[config.mk]
export PLATFORM = sky130hd
export DESIGN_NAME = fdiv_arb_flat
export DESIGN_NICKNAME = d
export VERILOG_FILES = /design/src/rtl/fdiv_arb_if.sv /design/src/rtl/fdiv_arb.sv /design/src/flat_wrapper.sv
export SDC_FILE = /design/constraint.sdc
export NUM_CORES = 1
export LEC_CHECK = 0
export ABC_AREA = 0
export CORE_ASPECT_RATIO = 2
export CORE_MARGIN = 2
export CORE_UTILIZATION = 33
export DETAILED_ROUTE_END_ITERATION = 6
export PLACE_DENSITY = 0.67
export SLEW_MARGIN = 10
export SYNTH_ARGS = -nofsm -noshare
export SYNTH_HDL_FRONTEND = slang
export SYNTH_SLANG_ARGS = --single-unit
[constraint.sdc]
create_clock -name clk -period 2.3 [get_ports clk]
set_clock_uncertainty 0.15 [all_clocks]
set_input_delay 0.345 -clock clk [delete_from_list [all_inputs] [get_ports clk]]
set_output_delay 0.345 -clock clk [all_outputs]
set_load 0.01 [all_outputs]
[src/rtl/fdiv_arb_if.sv]
// fdiv_arb_if
//   Bundles the requester handshake, the fdiv operand/result bus and the
//   response handshake of fdiv_arb.
//   slave  : arbiter side (fdiv_arb)
//   master : environment side (requesters, fdiv unit, response consumer)
//   Signals:
//     req_valid/req_ready  per-requester operand handshake (NREQ bits)
//     req_x1/req_x2        packed operands, requester i at [32i+31:32i]
//     div_x1/div_x2        operands to fdiv, div_y result from fdiv
//     rsp_valid/rsp_ready  response handshake, rsp_y quotient, rsp_id source
interface fdiv_arb_if #(
    parameter int NREQ = 2
);
    localparam int IDW = (NREQ > 1) ? $clog2(NREQ) : 1;

    logic [NREQ-1:0]    req_valid;
    logic [NREQ-1:0]    req_ready;
    logic [32*NREQ-1:0] req_x1;
    logic [32*NREQ-1:0] req_x2;
    logic [31:0]        div_x1;
    logic [31:0]        div_x2;
    logic [31:0]        div_y;
    logic               rsp_valid;
    logic               rsp_ready;
    logic [31:0]        rsp_y;
    logic [IDW-1:0]     rsp_id;

    modport slave (
        input  req_valid, req_x1, req_x2, div_y, rsp_ready,
        output req_ready, div_x1, div_x2, rsp_valid, rsp_y, rsp_id
    );

    modport master (
        output req_valid, req_x1, req_x2, div_y, rsp_ready,
        input  req_ready, div_x1, div_x2, rsp_valid, rsp_y, rsp_id
    );
endinterface

[src/rtl/fdiv_arb.sv]
// fdiv_arb
//   Shares one fixed-latency pipelined fdiv unit between NREQ requesters.
//   Round-robin front end issues at most one op per clock; a LAT-deep
//   valid/id shift register tracks ops in flight and lands each result in a
//   FIFO_DEPTH-entry result FIFO. A credit counter (in flight + FIFO
//   occupancy) stops issue before a landing result could find the FIFO full,
//   since fdiv itself cannot stall.
//   Ports:
//     clk, rst     clock, synchronous active-high reset
//     bus          fdiv_arb_if.slave (requesters, fdiv bus, responses)
//   Optional: define FDIV_ARB_STATS_EN to add stat_issued / stat_stall
//   32-bit wrapping counters (issues, and cycles blocked by credit).
module fdiv_arb #(
    parameter int NREQ       = 2,
    parameter int LAT        = 4,
    parameter int FIFO_DEPTH = 4
) (
    input  logic        clk,
    input  logic        rst,
    fdiv_arb_if.slave   bus
`ifdef FDIV_ARB_STATS_EN
    ,
    output logic [31:0] stat_issued,
    output logic [31:0] stat_stall
`endif
);
    localparam int IDW = (NREQ > 1) ? $clog2(NREQ) : 1;
    localparam int CW  = $clog2(FIFO_DEPTH + 1);
    localparam int PW  = (FIFO_DEPTH > 1) ? $clog2(FIFO_DEPTH) : 1;
    localparam logic [CW-1:0] CRED_MAX = CW'(FIFO_DEPTH);
    localparam logic [PW-1:0] PTR_LAST = PW'(FIFO_DEPTH - 1);

    logic [IDW-1:0] ptr_q, ptr_d, gnt;
    logic           found, can_issue, issue;
    int unsigned    arb_idx;
    logic [CW-1:0]  cred_q, cred_d;
    logic [LAT-1:0] v_q;
    logic [IDW-1:0] id_q [LAT];
    logic [31:0]    y_mem  [FIFO_DEPTH];
    logic [IDW-1:0] id_mem [FIFO_DEPTH];
    logic [PW-1:0]  wr_q, wr_d, rd_q, rd_d;
    logic [CW-1:0]  cnt_q, cnt_d;
    logic           push, pop, rsp_valid;

    // Registered credit only: a pop in this cycle frees its credit next cycle.
    assign can_issue = (cred_q < CRED_MAX);

    // Search starts one past the last winner so every requester gets a turn.
    always_comb begin
        arb_idx = 0;
        found   = 1'b0;
        gnt     = '0;
        for (int unsigned k = 1; k <= NREQ; k++) begin
            arb_idx = (32'(ptr_q) + k) % unsigned'(NREQ);
            if (!found && bus.req_valid[IDW'(arb_idx)]) begin
                found = 1'b1;
                gnt   = IDW'(arb_idx);
            end
        end
    end

    assign issue = found && can_issue && !rst;
    assign ptr_d = issue ? gnt : ptr_q;

    always_comb begin
        bus.req_ready = '0;
        bus.div_x1    = '0;
        bus.div_x2    = '0;
        for (int unsigned i = 0; i < NREQ; i++) begin
            if (issue && gnt == IDW'(i)) begin
                bus.req_ready[i] = 1'b1;
                bus.div_x1       = bus.req_x1[32*i +: 32];
                bus.div_x2       = bus.req_x2[32*i +: 32];
            end
        end
    end

    // Last shift stage valid means div_y carries that op's quotient now.
    assign push      = v_q[LAT-1];
    assign rsp_valid = (cnt_q != '0) && !rst;
    assign pop       = rsp_valid && bus.rsp_ready;

    assign bus.rsp_valid = rsp_valid;
    assign bus.rsp_y     = y_mem[rd_q];
    assign bus.rsp_id    = id_mem[rd_q];

    always_comb begin
        cred_d = cred_q;
        if (issue && !pop) begin
            cred_d = cred_q + 1'b1;
        end else if (!issue && pop) begin
            cred_d = cred_q - 1'b1;
        end
    end

    always_comb begin
        cnt_d = cnt_q;
        if (push && !pop) begin
            cnt_d = cnt_q + 1'b1;
        end else if (!push && pop) begin
            cnt_d = cnt_q - 1'b1;
        end
        wr_d = wr_q;
        if (push) begin
            wr_d = (wr_q == PTR_LAST) ? '0 : wr_q + 1'b1;
        end
        rd_d = rd_q;
        if (pop) begin
            rd_d = (rd_q == PTR_LAST) ? '0 : rd_q + 1'b1;
        end
    end

    always_ff @(posedge clk) begin
        if (rst) begin
            ptr_q  <= IDW'(NREQ - 1);
            cred_q <= '0;
            cnt_q  <= '0;
            wr_q   <= '0;
            rd_q   <= '0;
            v_q    <= '0;
        end else begin
            ptr_q  <= ptr_d;
            cred_q <= cred_d;
            cnt_q  <= cnt_d;
            wr_q   <= wr_d;
            rd_q   <= rd_d;
            v_q[0] <= issue;
            for (int unsigned i = 1; i < LAT; i++) begin
                v_q[i] <= v_q[i-1];
            end
        end
    end

    // Datapath storage needs no reset; validity lives in v_q and cnt_q.
    always_ff @(posedge clk) begin
        id_q[0] <= gnt;
        for (int unsigned i = 1; i < LAT; i++) begin
            id_q[i] <= id_q[i-1];
        end
        if (push) begin
            y_mem[wr_q]  <= bus.div_y;
            id_mem[wr_q] <= id_q[LAT-1];
        end
    end

    full_on_push: assert property (@(posedge clk) disable iff (rst)
        !(push && cnt_q == CRED_MAX));

`ifdef FDIV_ARB_STATS_EN
    logic [31:0] stat_issued_q, stat_stall_q;

    always_ff @(posedge clk) begin
        if (rst) begin
            stat_issued_q <= '0;
            stat_stall_q  <= '0;
        end else begin
            if (issue) begin
                stat_issued_q <= stat_issued_q + 32'd1;
            end
            if (|bus.req_valid && !can_issue) begin
                stat_stall_q <= stat_stall_q + 32'd1;
            end
        end
    end

    assign stat_issued = stat_issued_q;
    assign stat_stall  = stat_stall_q;
`endif
endmodule

[src/flat_wrapper.sv]
// flat-port wrapper written by rule: the top's interface ports become plain ports
module fdiv_arb_flat 
#(
    parameter int NREQ       = 2,
    parameter int LAT        = 4,
    parameter int FIFO_DEPTH = 4
)
  (clk, rst, bus_req_valid, bus_req_x1, bus_req_x2, bus_div_y, bus_rsp_ready, bus_req_ready, bus_div_x1, bus_div_x2, bus_rsp_valid, bus_rsp_y, bus_rsp_id);
  fdiv_arb_if #(.NREQ(NREQ)) bus_i ();
  input  logic clk;
  input  logic rst;
  input wire logic [$bits(bus_i.req_valid)-1:0] bus_req_valid;
  input wire logic [$bits(bus_i.req_x1)-1:0] bus_req_x1;
  input wire logic [$bits(bus_i.req_x2)-1:0] bus_req_x2;
  input wire logic [$bits(bus_i.div_y)-1:0] bus_div_y;
  input wire logic [$bits(bus_i.rsp_ready)-1:0] bus_rsp_ready;
  output wire logic [$bits(bus_i.req_ready)-1:0] bus_req_ready;
  output wire logic [$bits(bus_i.div_x1)-1:0] bus_div_x1;
  output wire logic [$bits(bus_i.div_x2)-1:0] bus_div_x2;
  output wire logic [$bits(bus_i.rsp_valid)-1:0] bus_rsp_valid;
  output wire logic [$bits(bus_i.rsp_y)-1:0] bus_rsp_y;
  output wire logic [$bits(bus_i.rsp_id)-1:0] bus_rsp_id;
  assign bus_i.req_valid = bus_req_valid;
  assign bus_i.req_x1 = bus_req_x1;
  assign bus_i.req_x2 = bus_req_x2;
  assign bus_i.div_y = bus_div_y;
  assign bus_i.rsp_ready = bus_rsp_ready;
  assign bus_req_ready = bus_i.req_ready;
  assign bus_div_x1 = bus_i.div_x1;
  assign bus_div_x2 = bus_i.div_x2;
  assign bus_rsp_valid = bus_i.rsp_valid;
  assign bus_rsp_y = bus_i.rsp_y;
  assign bus_rsp_id = bus_i.rsp_id;
  fdiv_arb #(.NREQ(NREQ), .LAT(LAT), .FIFO_DEPTH(FIFO_DEPTH)) u_core (.clk(clk), .rst(rst), .bus(bus_i));
endmodule
After elaboration in Yosys (flattened, before gate mapping)
Memories as Yosys holds them, arrays and structs flattened. A register that Yosys moved wholly into a read port is not among the register bits.
Cells that the tools add are included.
{"block": "classes", "addsub": 8, "order_cmp": 3, "eq_ne": 2, "mux": 26, "bitwise_logic": 1, "reduce_logical": 19}
{"operator": "$mux 32", "n": 4}
{"operator": "$mux 1", "n": 12}
{"operator": "$mux 2", "n": 6}
{"operator": "$mux 3", "n": 4}
{"operator": "$logic_and 1x1->1", "n": 11}
{"operator": "$add 3x1->3 const B", "n": 2}
{"operator": "$sub 3x1->3 const B", "n": 2}
{"operator": "$logic_not 1->1", "n": 5}
{"operator": "$add 2x1->2 const B", "n": 2}
{"operator": "$eq 2x2->1 const B", "n": 2}
{"operator": "$lt 1x2->1 const B", "n": 2}
{"operator": "$reduce_bool 2->1", "n": 2}
{"operator": "$lt 3x3->1 const B", "n": 1}
{"operator": "$reduce_bool 3->1", "n": 1}
{"operator": "$add 1x1->1 const B", "n": 2}
{"operator": "$not 1->1", "n": 1}
{"block": "totals", "reg_bits": 15, "mem_bits_rw": 136, "output_inout_bits": 100, "memories": 3}
{"memory": "u_core.y_mem", "words": 4, "word_bits": 32, "rd": 1, "rd_ports_with_merged_regs": 1, "wr": 1, "line": "fdiv_arb.sv:39", "rtl": "logic [31:0] y_mem [FIFO_DEPTH];"}
{"memory": "u_core.id_mem", "words": 4, "word_bits": 1, "rd": 1, "rd_ports_with_merged_regs": 1, "wr": 1, "line": "fdiv_arb.sv:40", "rtl": "logic [IDW-1:0] id_mem [FIFO_DEPTH];"}
{"memory": "u_core.id_q", "words": 4, "word_bits": 1, "rd": 4, "rd_ports_with_merged_regs": 0, "wr": 4, "line": "fdiv_arb.sv:38", "rtl": "logic [IDW-1:0] id_q [LAT];"}

Logic depth before layout (Yosys ltp)
{"block": "depth", "word_depth": 13, "mapped_depth": 9, "ltp_nobuf": 9}

Worst setup path after synthesis
OpenSTA, ideal clock, no wires.
{"block": "synth_timing", "kind": "register to register", "startpoint": "reg u_core.cnt_q[0]", "endpoint": "reg u_core.cnt_q[2]", "arrival_time_ns": 1.956, "required_time_ns": 2.079, "path_slack_ns": 0.124, "path_stages_with_launch": 10, "cell_sequence": "dfxtp_1 nor3_1 nor3b_1 inv_1 ha_1 inv_1 fa_1 xor2_1 or3_1 a21oi_1"}
{"block": "synth_between", "elab_chain_len": 6, "elab_cells_between_ends": 11, "classes_between": "add/sub: 2; mux: 2; reduce/logical: 7"}
{"element": "from (decl)", "line": "fdiv_arb.sv:42", "rtl": "logic [CW-1:0] cnt_q, cnt_d;"}
{"element": "from (signal assigned)", "line": "fdiv_arb.sv:124", "rtl": "cnt_q <= cnt_d;"}
{"element": "branches (longest 6 deep; another with $sub 3x1->3)"}
Several ways; the timed one is not identified. The select of a mux whose other input is x is not followed.
A chain may end at the register's enable or synchronous reset.

Final worst setup path
{"block": "layout_timing", "startpoint": "reg u_core.cred_q[2]", "endpoint": "out bus_div_x2[18]"}
{"block": "layout_between", "elab_chain_len": 6, "elab_cells_between_ends": 7, "classes_between": "order compare: 1; mux: 2; reduce/logical: 4"}
{"element": "from (decl)", "line": "fdiv_arb.sv:36", "rtl": "logic [CW-1:0] cred_q, cred_d;"}
{"element": "from (signal assigned)", "line": "fdiv_arb.sv:123", "rtl": "cred_q <= cred_d;"}
{"element": "$lt 3x3->1 (*)", "line": "fdiv_arb.sv:46", "rtl": "assign can_issue = (cred_q < CRED_MAX);"}
{"element": "$logic_and 1x1->1 (*) (2 in series)", "line": "fdiv_arb.sv:62", "rtl": "assign issue = found && can_issue && !rst;"}
{"element": "$logic_and 1x1->1", "line": "fdiv_arb.sv:70", "rtl": "if (issue && gnt == IDW'(i)) begin"}
{"element": "$mux 32", "line": "fdiv_arb.sv:70"}
{"element": "$mux 32 (*)", "line": "fdiv_arb.sv:70"}
{"element": "to (decl)", "line": "flat_wrapper.sv:19", "rtl": "output wire logic [$bits(bus_i.div_x2)-1:0] bus_div_x2;"}
Every way passes the cells marked *; elsewhere a longest branch is shown, timed or not.

==> impl_metrics.py <==
metrics = {
    "synthesis": {
        "syn-mean-instance-area_um2": 19.02,
        "muxShareOfSynthArea_pct": 12.72,
        "synth_ff_type": "edfxtp_1",
        "ys_seq_area_share_pct": 69.21,
        "synth_cell_types": 29,
        "synth-simple-area-share_pct": 2.449,
        "async_reset_ff_share_pct": 0,
        "syn_nets": 507,
        "synth.top_cell.area_share_pct": 62.57,
        "yosysTopAreaCell": "edfxtp_1",
        "synth_xor_xnor_area_share_pct": 0.5530,
        "synthAdderAreaFrac_pct": 2.015,
        "synth_area_um2": 6335,
        "synth_edf_count": 132,
        "synth_area_leaders": "edfxtp_1 63%, mux4_2 12%, a22o_1 8.8%",
        "synth_top_family_by_area": "multiplexers",
        "synth_compound_area_share_pct": 9.737,
        "yosys_register_bits": 153,
        "synth_cells": 333,
        "yosys_warnings": 0,
    },
    "floorplan": {
        "io_pins": 265,
        "die_w_um": 102.0,
        "start_util_pct": 33.64,
        "dieArea_um2": 20390,
        "fp.dieH_um": 199.9,
        "core_um2": 18830,
        "rows": 71,
    },
    "cells_and_area": {
        "layout_commonest_cell": "clkdlybuf4s50_1",
        "finalNonFillerCells": 914,
        "final_layout_size_suffix_gt1_share_pct": 35.26,
        "area_growth_pct": 61.60,
        "finish.utilization_pct": 54.36,
        "mostFrequentLayoutCells": "162 x clkdlybuf4s50_1, 132 x edfxtp_1, 68 x buf_2",
        "fillers": 1590,
        "final_nets": 819,
    },
    "pwr": {
        "p_sw_uw": 1893,
        "vdd_drop_max_v": 0.0004466,
        "p_leak_uw": 0.003810,
        "p_total_uw": 7728,
        "switching_share_pct": 24.50,
        "p_per_area_nw_per_um2": 754.9,
        "p_int_uw": 5835,
        "clkPwrFrac_pct": 36.8,
        "p_comb_share_pct": 22.7,
        "power.share.sequential_pct": 40.5,
    },
    "sta": {
        "relSlewSlack_pct": 75.39,
        "fin_ws_ps": -11.20,
        "fmax_ghz": 0.4327,
        "finalCritPeriodShare_pct": 100.5,
        "slew_viol_final": 0,
        "setup_viol": 5,
        "tightest_slew_ps": 369.1,
        "hold_viol_final": 0,
        "rsz0062_at_grt": "true",
        "fin_crit_ps": 2311,
    },
    "outcome": {
        "failed_checks": "setup timing",
        "status": "finished with violations",
    },
    "worst_setup_path": {
        "slowest_stage": "dfxtp_2",
        "path_cells": "nor2_4, buf_6, and2_4, buf_12, buf_12, buf_16, a22o_1, buf_2",
        "cp_top_family": "buffers and inverters",
        "crit_required_ps": 1800,
        "cp.arrival_ps": 1820,
        "crit_fanout": 7,
        "r2r_start": "u_core.cnt_q[1]",
        "startpoint": "u_core.cred_q[2]",
        "slowest_delay_ps": 350,
        "critPathBufInv": 5,
        "crit_top_cell": "buf_12",
        "reg2reg_slack_ps": 40,
        "end_kind": "primary output",
        "crit_type": "register to primary output",
        "worstSetupStartpointType": "register",
    },
    "route": {
        "drt_iter0_markers": 256,
        "drc": 0,
        "via_count": 4599,
        "wirelength_um": 22030,
        "drt_first_pass_iters": 4,
        "ant_nets": 0,
        "viasPerCell": 5.032,
        "wl_per_cell_um": 24.11,
    },
    "placement": {
        "gp_congestion": 0.8503,
        "pre_cts_slack_ps": -541.0,
        "dp_cells": 855,
        "io_buffers": 264,
        "hpwl_um": 15710,
    },
    "clock_tree": {
        "insertion_delay_ps": 420,
        "cts_inserted_buffers": 17,
        "path_clk_slew_ps": 60,
        "cts_sinks": 153,
        "cts_root_buf": "clkbuf_16",
        "htree_levels": 4,
        "cts_tree": "done",
        "cts-hold-fix-buffers": 0,
        "clock_path_buffers": 2,
    },
    "global_route": {
        "grt_pass1_wl_um": 30510,
        "grt_pass1_vias": 4993,
        "track_usage_pct": 21.66,
        "grt_start_max_net_pins": 34,
        "antenna_found_initial": 5,
        "grt.overflow.total": 0,
    },
    "min_path": {
        "hold_path.class": "register to register",
        "hp-start": "u_core.id_q[0]",
    },
    "flow_run": {
        "maxCapViolCount": 0,
    },
}
## metrics by stage
stage / setup TNS, ps / hold WS (ps) / area, µm²
6_report: -32.69 / 179.5 / 10240
3_5_place_dp: -29750 / 163.5 / 9452
3_3_place_gp: -29590 / 166.8 / 9452
2_1_floorplan: 0 / 159.6 / 6335
4_1_cts: -171.1 / 178.3 / 10220
5_1_grt: -1052 / 197.8 / 10230
## registers in the layout, indices dropped and copies added (netlist names), named ones only
| register | cells |
|---|---|
| u_core.y_mem | 128 |
| u_core.id_mem | 4 |
| u_core.id_q | 4 |
| u_core.v_q | 4 |
| u_core.cnt_q | 3 |
| u_core.cred_q | 3 |
| u_core.rd_q | 2 |
| u_core.wr_q | 2 |
| u_core.ptr_q | 1 |
## path summary, 6_finish.rpt
path                                   endpoint  cells after the start
worst max-delay path             bus_div_x2[18]                      8
worst min-delay path             u_core.id_q[1]                      0
worst max register to register  u_core.cnt_q[2]                      9
worst min register to register   u_core.id_q[1]                      0
## what timing repair did
item / in CTS / in global routing
gates cloned: 8 / 0
pin swaps: 8 / 4
gates resized for setup: 371 / 17
endpoints found under the setup margin: 101 / 51
hold endpoints to repair: 0 / 0
buffers inserted: 20 / 1
## logic make-up after synthesis
family | count (synthesis)
compound gates | 72
simple gates | 28
xor+xnor | 4
mux | 39
flops | 153
buf+inv | 28
fa+ha+maj | 9
## Yosys cell counts, types with 4 or more instances
| library cell | number |
|---|---|
| a22o_1 | 64 |
| nor2b_1 | 5 |
| ha_1 | 7 |
| and2_1 | 5 |
| edfxtp_1 | 132 |
| dfxtp_1 | 21 |
| mux4_2 | 33 |
| inv_1 | 5 |
| mux2i_1 | 4 |
| buf_2 | 6 |
| buf_6 | 11 |
| buf_4 | 4 |
| xor2_1 | 4 |
| nor2_1 | 10 |
## routing by layer
metal / up-vias / part of all wire [%] / global-route usage [%]
met3: 26 / 12 / 8.740
met2: 278 / 52 / 38.50
met1: 2274 / 34 / 23.07
met4: 10 / 1.6 / 7.012
met5: - / 0.34 / 0
li1: 2011 / - / -
## power groups by stage
stage | logic (µW) | registers, µW | clock network [µW]
2_1_floorplan | 714 | 3170 | 0
3_3_place_gp | 1630 | 3170 | 0
3_5_place_dp | 1660 | 3180 | 0
4_1_cts | 1760 | 3130 | 2890
5_1_grt | 1870 | 3140 | 2990
6_report | 1750 | 3130 | 2840
## area by class of cell
class                   count  area, µm²  share of cell area (%)
diodes                      1      2.502                 0.02444
inverters                   5      18.77                  0.1833
multi-input cells         152       1862                   18.19
flip-flops and latches    153       4398                   42.96
repair buffers            316       3023                   29.53
clock inverters            15      188.9                   1.846
well taps                 255      319.1                   3.117
clock buffers              17      425.4                   4.155
Note: power is estimated with default switching activity, not from simulation.
